===== src/rtl/pc_fetch_unit.sv =====
//------------------------------------------------------------------------------
// Module      : pc_fetch_unit
// Description : Program counter and instruction-fetch sequencer. Fetches over a
//               req/ready bus and presents each instruction for one EXEC cycle.
// Revision    : 1.0 - initial release
//------------------------------------------------------------------------------
`default_nettype none

module pc_fetch_unit #(
    parameter logic [31:0] RESET_PC = 32'h0000_3000,
    parameter int          MAX_WAIT = 15
) (
    input  logic        clk,
    input  logic        rst,
    input  logic        BranchCtr,
    input  logic        Jump,
    input  logic        JumpReg,
    input  logic [15:0] Imm16,
    input  logic [25:0] Target26,
    input  logic [31:0] RegData,
    input  logic        Halt,
    input  logic        IMemReady,
    input  logic [31:0] IMemData,
    output logic        IMemReq,
    output logic [31:0] IMemAddr,
    output logic [31:0] PC,
    output logic [31:0] PCPlus4,
    output logic [31:0] Instr,
    output logic        InstrValid,
    output logic        Halted,
    output logic        AddrErr,
    output logic        BusErr
);

    localparam logic [2:0] S_IDLE  = 3'd0;
    localparam logic [2:0] S_FETCH = 3'd1;
    localparam logic [2:0] S_EXEC  = 3'd2;
    localparam logic [2:0] S_HALT  = 3'd3;
    localparam logic [2:0] S_ERR   = 3'd4;

    // The edge that ends the MAX_WAIT-th FETCH cycle is the timeout edge.
    localparam logic [7:0] c_WAIT_LAST = 8'(MAX_WAIT - 1);

    logic [2:0]  r_state;
    logic [31:0] r_pc;
    logic [31:0] r_instr;
    logic [7:0]  r_waitCnt;
    logic        r_halted;
    logic        r_addrErr;
    logic        r_busErr;

    logic [31:0] w_pcPlus4;
    logic [31:0] w_brOffset;
    logic [31:0] w_target;
    logic        w_misaligned;

    assign w_pcPlus4  = r_pc + 32'd4;
    assign w_brOffset = {{14{Imm16[15]}}, Imm16, 2'b00};

    // Halt is resolved in the state logic; here only the redirect priority.
    always_comb begin
        w_target = w_pcPlus4;
        if (JumpReg) begin
            w_target = RegData;
        end else if (Jump) begin
            w_target = {w_pcPlus4[31:28], Target26, 2'b00};
        end else if (BranchCtr) begin
            w_target = w_pcPlus4 + w_brOffset;
        end
    end

    assign w_misaligned = |w_target[1:0];

    always_ff @(posedge clk or posedge rst) begin
        if (rst) begin
            r_state   <= S_IDLE;
            r_pc      <= RESET_PC;
            r_instr   <= 32'd0;
            r_waitCnt <= 8'd0;
            r_halted  <= 1'b0;
            r_addrErr <= 1'b0;
            r_busErr  <= 1'b0;
        end else begin
            case (r_state)
                S_IDLE: begin
                    r_state <= S_FETCH;
                end
                S_FETCH: begin
                    if (IMemReady) begin
                        r_instr   <= IMemData;
                        r_waitCnt <= 8'd0;
                        r_state   <= S_EXEC;
                    end else if (r_waitCnt == c_WAIT_LAST) begin
                        r_waitCnt <= 8'd0;
                        r_busErr  <= 1'b1;
                        r_state   <= S_ERR;
                    end else begin
                        r_waitCnt <= r_waitCnt + 8'd1;
                    end
                end
                S_EXEC: begin
                    if (Halt) begin
                        r_halted <= 1'b1;
                        r_state  <= S_HALT;
                    end else if (w_misaligned) begin
                        // PC keeps the faulting instruction's address.
                        r_addrErr <= 1'b1;
                        r_state   <= S_ERR;
                    end else begin
                        r_pc    <= w_target;
                        r_state <= S_FETCH;
                    end
                end
                S_HALT: begin
                    r_state <= S_HALT;
                end
                S_ERR: begin
                    r_state <= S_ERR;
                end
                default: begin
                    r_state <= S_IDLE;
                end
            endcase
        end
    end

    assign IMemReq    = (r_state == S_FETCH);
    assign InstrValid = (r_state == S_EXEC);
    assign IMemAddr   = r_pc;
    assign PC         = r_pc;
    assign PCPlus4    = w_pcPlus4;
    assign Instr      = r_instr;
    assign Halted     = r_halted;
    assign AddrErr    = r_addrErr;
    assign BusErr     = r_busErr;

endmodule

`default_nettype wire


===== config.mk =====
export PLATFORM = sky130hd
export DESIGN_NAME = pc_fetch_unit
export DESIGN_NICKNAME = d
export VERILOG_FILES = /design/src/rtl/pc_fetch_unit.sv
export SDC_FILE = /design/constraint.sdc
export NUM_CORES = 1
export LEC_CHECK = 0
export CAP_MARGIN = 25
export CORE_ASPECT_RATIO = 2
export CORE_MARGIN = 2
export CORE_UTILIZATION = 45
export DETAILED_ROUTE_END_ITERATION = 16
export GPL_TIMING_DRIVEN = 0
export HOLD_SLACK_MARGIN = 0.02
export PLACE_DENSITY_LB_ADDON = 0.25
export SLEW_MARGIN = 20
export SYNTH_ARGS = -nofsm -noshare
export SYNTH_HDL_FRONTEND = slang
export SYNTH_SLANG_ARGS = --single-unit

===== constraint.sdc =====
create_clock -name clk -period 5.45 [get_ports clk]
set_clock_uncertainty 0.05 [all_clocks]
set_input_delay 0.8175 -clock clk [delete_from_list [all_inputs] [get_ports clk]]
set_output_delay 0.8175 -clock clk [all_outputs]
set_load 0.05 [all_outputs]

==> results of run 1 <==
-- synthesized netlist by cell type, types with 12 or more instances --
cell type	number	area share
buf_4	34	0.041
ha_1	39	0.079
mux2_2	33	0.060
mux2i_1	13	0.021
xor2_1	19	0.027
a21oi_1	51	0.041
inv_1	17	0.010
nand3_1	24	0.019
o21ai_0	59	0.048
nor2_1	53	0.032
a21o_1	13	0.016
nor3_1	12	0.0097
and3_1	13	0.013
clkbuf_1	25	0.015
nand2_1	66	0.040
xnor2_1	33	0.047
dfrtp_1	76	0.31
nand4_1	12	0.012
-- placed cells by master (no fill, tap or decap), drive strengths merged, types with 8 or more instances in the layout --
cell type      count
a211oi             8
a21o              13
a21oi             51
and2               8
and3              13
and4               8
buf               40
clkbuf            34
clkdlybuf4s50    242
dfrtp             76
ha                39
inv               22
mux2              33
mux2i             13
nand2             66
nand3             24
nand4             12
nor2              53
nor3              12
o21ai             60
o31ai              9
xnor2             33
xor2              19
-- cell type report --
cell class	count	share of cell area
multi-input combinational	555	0.4142
clock inverter	7	0.01120
inverter	18	0.007649
sequential	78	0.2134
timing repair buffer	243	0.2674
buffer	64	0.04043
clock buffer	9	0.02459
tap	155	0.02117
-- flip-flops by register name (all words and copies together), names as in the netlist --
register	count
Instr	32
BusErr	1
r_state	3
AddrErr	1
r_waitCnt	8
IMemAddr	32
Halted	1
-- per-stage QoR --
step | area (um2) | cells | total power, mW | util
after detailed placement | 8832 | 1113 | 5.827 | 0.6573
after CTS | 9160 | 1129 | 6.527 | 0.6817
after global placement | 8802 | 1112 | 5.786 | 0.6550
final | 9160 | 1129 | 6.554 | 0.6817
after global routing | 9160 | 1129 | 6.853 | 0.6817
after floorplan | 6186 | 715 | 4.290 | -
-- worst max-delay path by stage --
stage                     depth (start not counted)            to   startpoint
after floorplan                                  13  IMemAddr[31]  IMemAddr[4]
after global placement                           14  IMemAddr[17]  IMemAddr[4]
after detailed placement                         14  IMemAddr[17]  IMemAddr[4]
after CTS                                        14  IMemAddr[17]  IMemAddr[4]
after global routing                             14  IMemAddr[17]  IMemAddr[4]
final                                            15  IMemAddr[31]  IMemAddr[8]
-- routing by layer --
layer	global-route usage	up-vias	share of wire
li1	-	3088	-
met3	0.06353	108	0.079
met2	0.5772	394	0.52
met5	0	-	0
met4	0.2160	0	0.076
met1	0.3044	3207	0.33
-- logic make-up after synthesis --
| logic type | count (synthesis) | share of synthesized area |
|---|---|---|
| DFF | 78 | 0.3159 |
| AOI/OAI and AO/OA | 200 | 0.2075 |
| buffers and inverters | 82 | 0.07079 |
| xor gates and xnor gates | 52 | 0.07363 |
| muxes | 46 | 0.08111 |
| adders and majority gates | 40 | 0.08212 |
| and+or+nand+nor | 217 | 0.1689 |
-- power by group through the flow --
stage          registers [mW]  clock network (mW)  logic [mW]
6_report                 1.18               0.686        4.68
5_1_grt                  1.21               0.715        4.93
4_1_cts                  1.18               0.691        4.66
3_5_place_dp             1.18                   0        4.64
3_3_place_gp             1.17                   0        4.61
2_1_floorplan            1.89                   0        2.40
==> results_dict.tcl, run 1 <==
set metrics [dict create \
    worst_slack_ns 0.8843 \
    critPathBufInv 1 \
    post_cts_resized 0 \
    power.share.clock 0.105 \
    pre_cts_slack_ns 1.062 \
    critPathRequiredTime_ns 5.62 \
    combPwrFrac 0.715 \
    synthCells 715 \
    timing.rr.start "IMemAddr[8]" \
    timing.rr.end "IMemAddr[31]" \
    intPower_mw 2.956 \
    drt-vias-per-instance 6.020 \
    place_congestion 0.9954 \
    tightest_slew_ns 0.9552 \
    drc 0 \
    holdCritStartpoint "Halted" \
    path_clk_slew_ns 0.07 \
    finalSetupTns_ns 0 \
    clk_latency_ns 0.34 \
    placement.io_buffers 242 \
    cellLeakagePower_nw 3.911 \
    power_density_nw_per_um2 715.5 \
    final_nets 1122 \
    grt_max_degree 45 \
    synth-edff-count 0 \
    critPathMaxFanout 9 \
    critPathTopFamily "compound AO/OA/AOI/OAI gates" \
    grt_pass1_vias 6646 \
    setup.worst_path.class "reg -> reg" \
    cts_tree "yes" \
    root_buffer "clkbuf_16" \
    fillCellCount 1089 \
    arrival_ns 4.74 \
    synth_area_per_cell_um2 8.652 \
    hold_viol 0 \
    hold_path_end "Halted" \
    cts_hold_buf 0 \
    wirelength_um 23690 \
    die_h_um 169.8 \
    slew_headroom 0.3612 \
    area_delta_synth_final_pct 48.08 \
    drive_gt1_frac 0.1006 \
    avgRoutedWirePerCell_um 20.98 \
    drv_cap 0 \
    whs_ns 0.4051 \
    fp-row-count 60 \
    vias 6797 \
    crit_slowest_cell "dfrtp_1" \
    yosysSeqAreaShare 0.3159 \
    synth.distinct_cells 64 \
    syn_nets 868 \
    finalCriticalPeriod_ns 4.566 \
    status "finished, final reports clean" \
    start_util 0.4603 \
    switching_share 0.5489 \
    diodes 0 \
    grtUsageTotal 0.3154 \
    clockBufferDepth 2 \
    drt_pre_antenna_iters 5 \
    first_iter_violations 404 \
    async_reset_ff_frac 1.000 \
    p_sw_mw 3.598 \
    h-tree-depth 3 \
    irDropWorstVdd_uv 495.8 \
    overflow 0 \
    finalCritPeriodShare 0.8377 \
    die_area_um2 14760 \
    reg2reg_depth 15 \
    pwr-share-seq 0.181 \
    core_area_um2 13440 \
    start_kind "flop" \
    rsz0062_at_grt "no" \
    grt_pass1_wl_um 35310 \
    synth_ff_type "dfrtp_1" \
    post_cts_buffers 0 \
    fp.dieW_um 86.91 \
    critPathMaxStageDelay_ns 0.57 \
    regArea_um2 1954 \
    yosysWarnings 0 \
    crit_chain "nand4_1, nor3_1, and4_1, and3_1, xor2_1, ha_1, clkbuf_1, a21oi_1, o21bai_1, a221o_1, o2bb2ai_1, a41o_1, o311a_1, mux2i_1, nand3_1" \
    timing.fmax_ghz 0.2190 \
    numCtsBuffers 9 \
    antenna_found_initial 0 \
    hp-class "reg -> reg" \
    end_kind "flop" \
    multi_input_area_um2 3794 \
    r2r_slack_ns 0.88 \
    clock_sinks 78 \
    holdPathStages 1 \
    antenna_left 0 \
    ios 246 \
    ys_ff_latch 78 \
    syn_area_um2 6186 \
    finalSetupViolCount 0 \
    slew_viol_final 0 \
    place_hpwl_um 18550 \
]
Note: power is estimated with default switching activity, not from simulation.
==> inputs of run 2 (changes only) <==
Clock period 5.45 ns to 4.8 ns, I/O delays scaled along.
==> run 2 against run 1 <==
Net effect:
- power rose by 14%
- first-iteration DRC count is 1.2% lower
- combinational power is 14% higher
- cell count is the same
- sequential power increased by 14%
- register-to-register slack lost 0.63 ns
- fmax grew 0.34%
- highest routed layer unchanged
==> results_dict.tcl, run 2 (synthesis gave the netlist of run 1 again) <==
set metrics [dict create \
    status "finished, final reports clean" \
    grt_pass1_wl_um 35310 \
    numCtsBuffers 9 \
    finalSetupTns_ns 0 \
    tightest_slew_ns 0.9530 \
    diodes 0 \
    rsz0062_at_grt "no" \
    start_kind "flop" \
    wirelength_um 23640 \
    core_area_um2 13440 \
    grt_max_degree 45 \
    finalCriticalPeriod_ns 4.550 \
    crit_chain "nand4_1, nor3_1, and4_1, and3_1, xor2_1, ha_1, clkbuf_1, a21oi_1, o21bai_1, a221o_1, o2bb2ai_1, a41o_1, o311a_1, mux2i_1, nand3_1" \
    drt_pre_antenna_iters 5 \
    slew_headroom 0.3627 \
    drv_cap 0 \
    die_area_um2 14760 \
    grtUsageTotal 0.3154 \
    layout_commonest_cell "clkdlybuf4s50_1" \
    grt_pass1_vias 6646 \
    timing.rr.start "IMemAddr[8]" \
    antenna_left 0 \
    drive_gt1_frac 0.1006 \
    layout_common_cells "clkdlybuf4s50_1, dfrtp_1, nand2_1, o21ai_0, nor2_1" \
    clockBufferDepth 2 \
    arrival_ns 4.73 \
    final_nets 1122 \
    hp-class "reg -> reg" \
    ios 246 \
    power.total_mw 7.441 \
    area_delta_synth_final_pct 48.08 \
    vias 6755 \
    clk_latency_ns 0.34 \
    root_buffer "clkbuf_16" \
    crit_slowest_cell "dfrtp_1" \
    power_density_nw_per_um2 812.4 \
    first_iter_violations 399 \
    finalSetupViolCount 0 \
    fillCellCount 1089 \
    place_hpwl_um 18550 \
    die_h_um 169.8 \
    antenna_found_initial 0 \
    cellLeakagePower_nw 3.912 \
    start_util 0.4603 \
    timing.fmax_ghz 0.2198 \
    drc 0 \
    irDropWorstVdd_uv 565.6 \
    critPathRequiredTime_ns 4.98 \
    setup.worst_path.class "reg -> reg" \
    critPathMaxStageDelay_ns 0.57 \
    cts_tree "yes" \
    overflow 0 \
    path_clk_slew_ns 0.07 \
    post_cts_buffers 0 \
    critPathMaxFanout 9 \
    holdCritStartpoint "Halted" \
    fp-row-count 60 \
    slew_viol_final 0 \
    placement.io_buffers 242 \
    drt-vias-per-instance 5.983 \
    cp-startpoint "IMemAddr[8]" \
    finalCritPeriodShare 0.9479 \
    end_kind "flop" \
    avgRoutedWirePerCell_um 20.94 \
    fp.dieW_um 86.91 \
    h-tree-depth 3 \
    hold_viol 0 \
    clock_sinks 78 \
    place_congestion 0.9954 \
]
==> run 2: cell counts in the layout (fill, tap and decap cells not counted) <==
Identical to the previous run, type by type.
==> run 2: worst paths after layout <==
kind / end / slack [ns] / depth (start not counted)
max: IMemAddr[31] / 0.25 / 15
min: Halted / 0.40 / 1
max reg2reg: IMemAddr[31] / 0.25 / 15
min reg2reg: Halted / 0.40 / 1
max in group asynchronous: Instr[11] / 3.38 / 3
min in group asynchronous: Instr[7] / 0.72 / 2
==> run 2: where the power goes <==
group / total, mW / switching, mW / internal [mW]
combinational: 5.32 / 3.38 / 1.94
sequential: 1.34 / 0.391 / 0.952
clock: 0.778 / 0.313 / 0.465
==> run 2: critical path: cells and delay by family (launching register included) <==
family	cells	cell delay, ns
flip-flops	1	0.57
multiplexers	1	0.18
AO/OA/AOI/OAI	6	1.49
adder cells (fa/ha/maj)	1	0.34
XOR/XNOR	1	0.50
buffers and inverters	1	0.21
AND/OR/NAND/NOR	5	1.08
==> run 2: metal layers <==
metal  track usage  up-vias  share of wire
li1              -     3088              -
met1        0.3044     3188           0.33
met2        0.5772      376           0.52
met3       0.06353      103          0.077
met4        0.2160        0          0.078
met5             0        -              0
==> run 2: cell type report <==
type,instances,area (um2),share of cell area
Clock inverter,7,102.6,0.01120
Buffer,64,370.4,0.04043
Tap cell,155,193.9,0.02117
Timing Repair Buffer,243,2450,0.2674
Sequential cell,78,1954,0.2134
Multi-Input combinational cell,555,3794,0.4142
Clock buffer,9,225.2,0.02459
Inverter,18,70.07,0.007649
==> run 2: repair_timing <==
item | CTS | global route
hold buffers | 0 | 0
setup endpoints to repair | 0 | 1
resized for setup | 0 | 1
==> run 2: per-stage QoR <==
step | std cells | setup WS [ns] | hold WS, ns | area, um2 | utilization
floorplan | 715 | 0.07732 | 0.4003 | 6186 | -
CTS | 1129 | 0.3735 | 0.4091 | 9160 | 0.6817
global route | 1129 | 0.009846 | 0.4419 | 9160 | 0.6817
finish | 1129 | 0.2499 | 0.4050 | 9160 | 0.6817
global placement | 1112 | 0.4395 | 0.3880 | 8802 | 0.6550
detailed placement | 1113 | 0.4124 | 0.3934 | 8832 | 0.6573
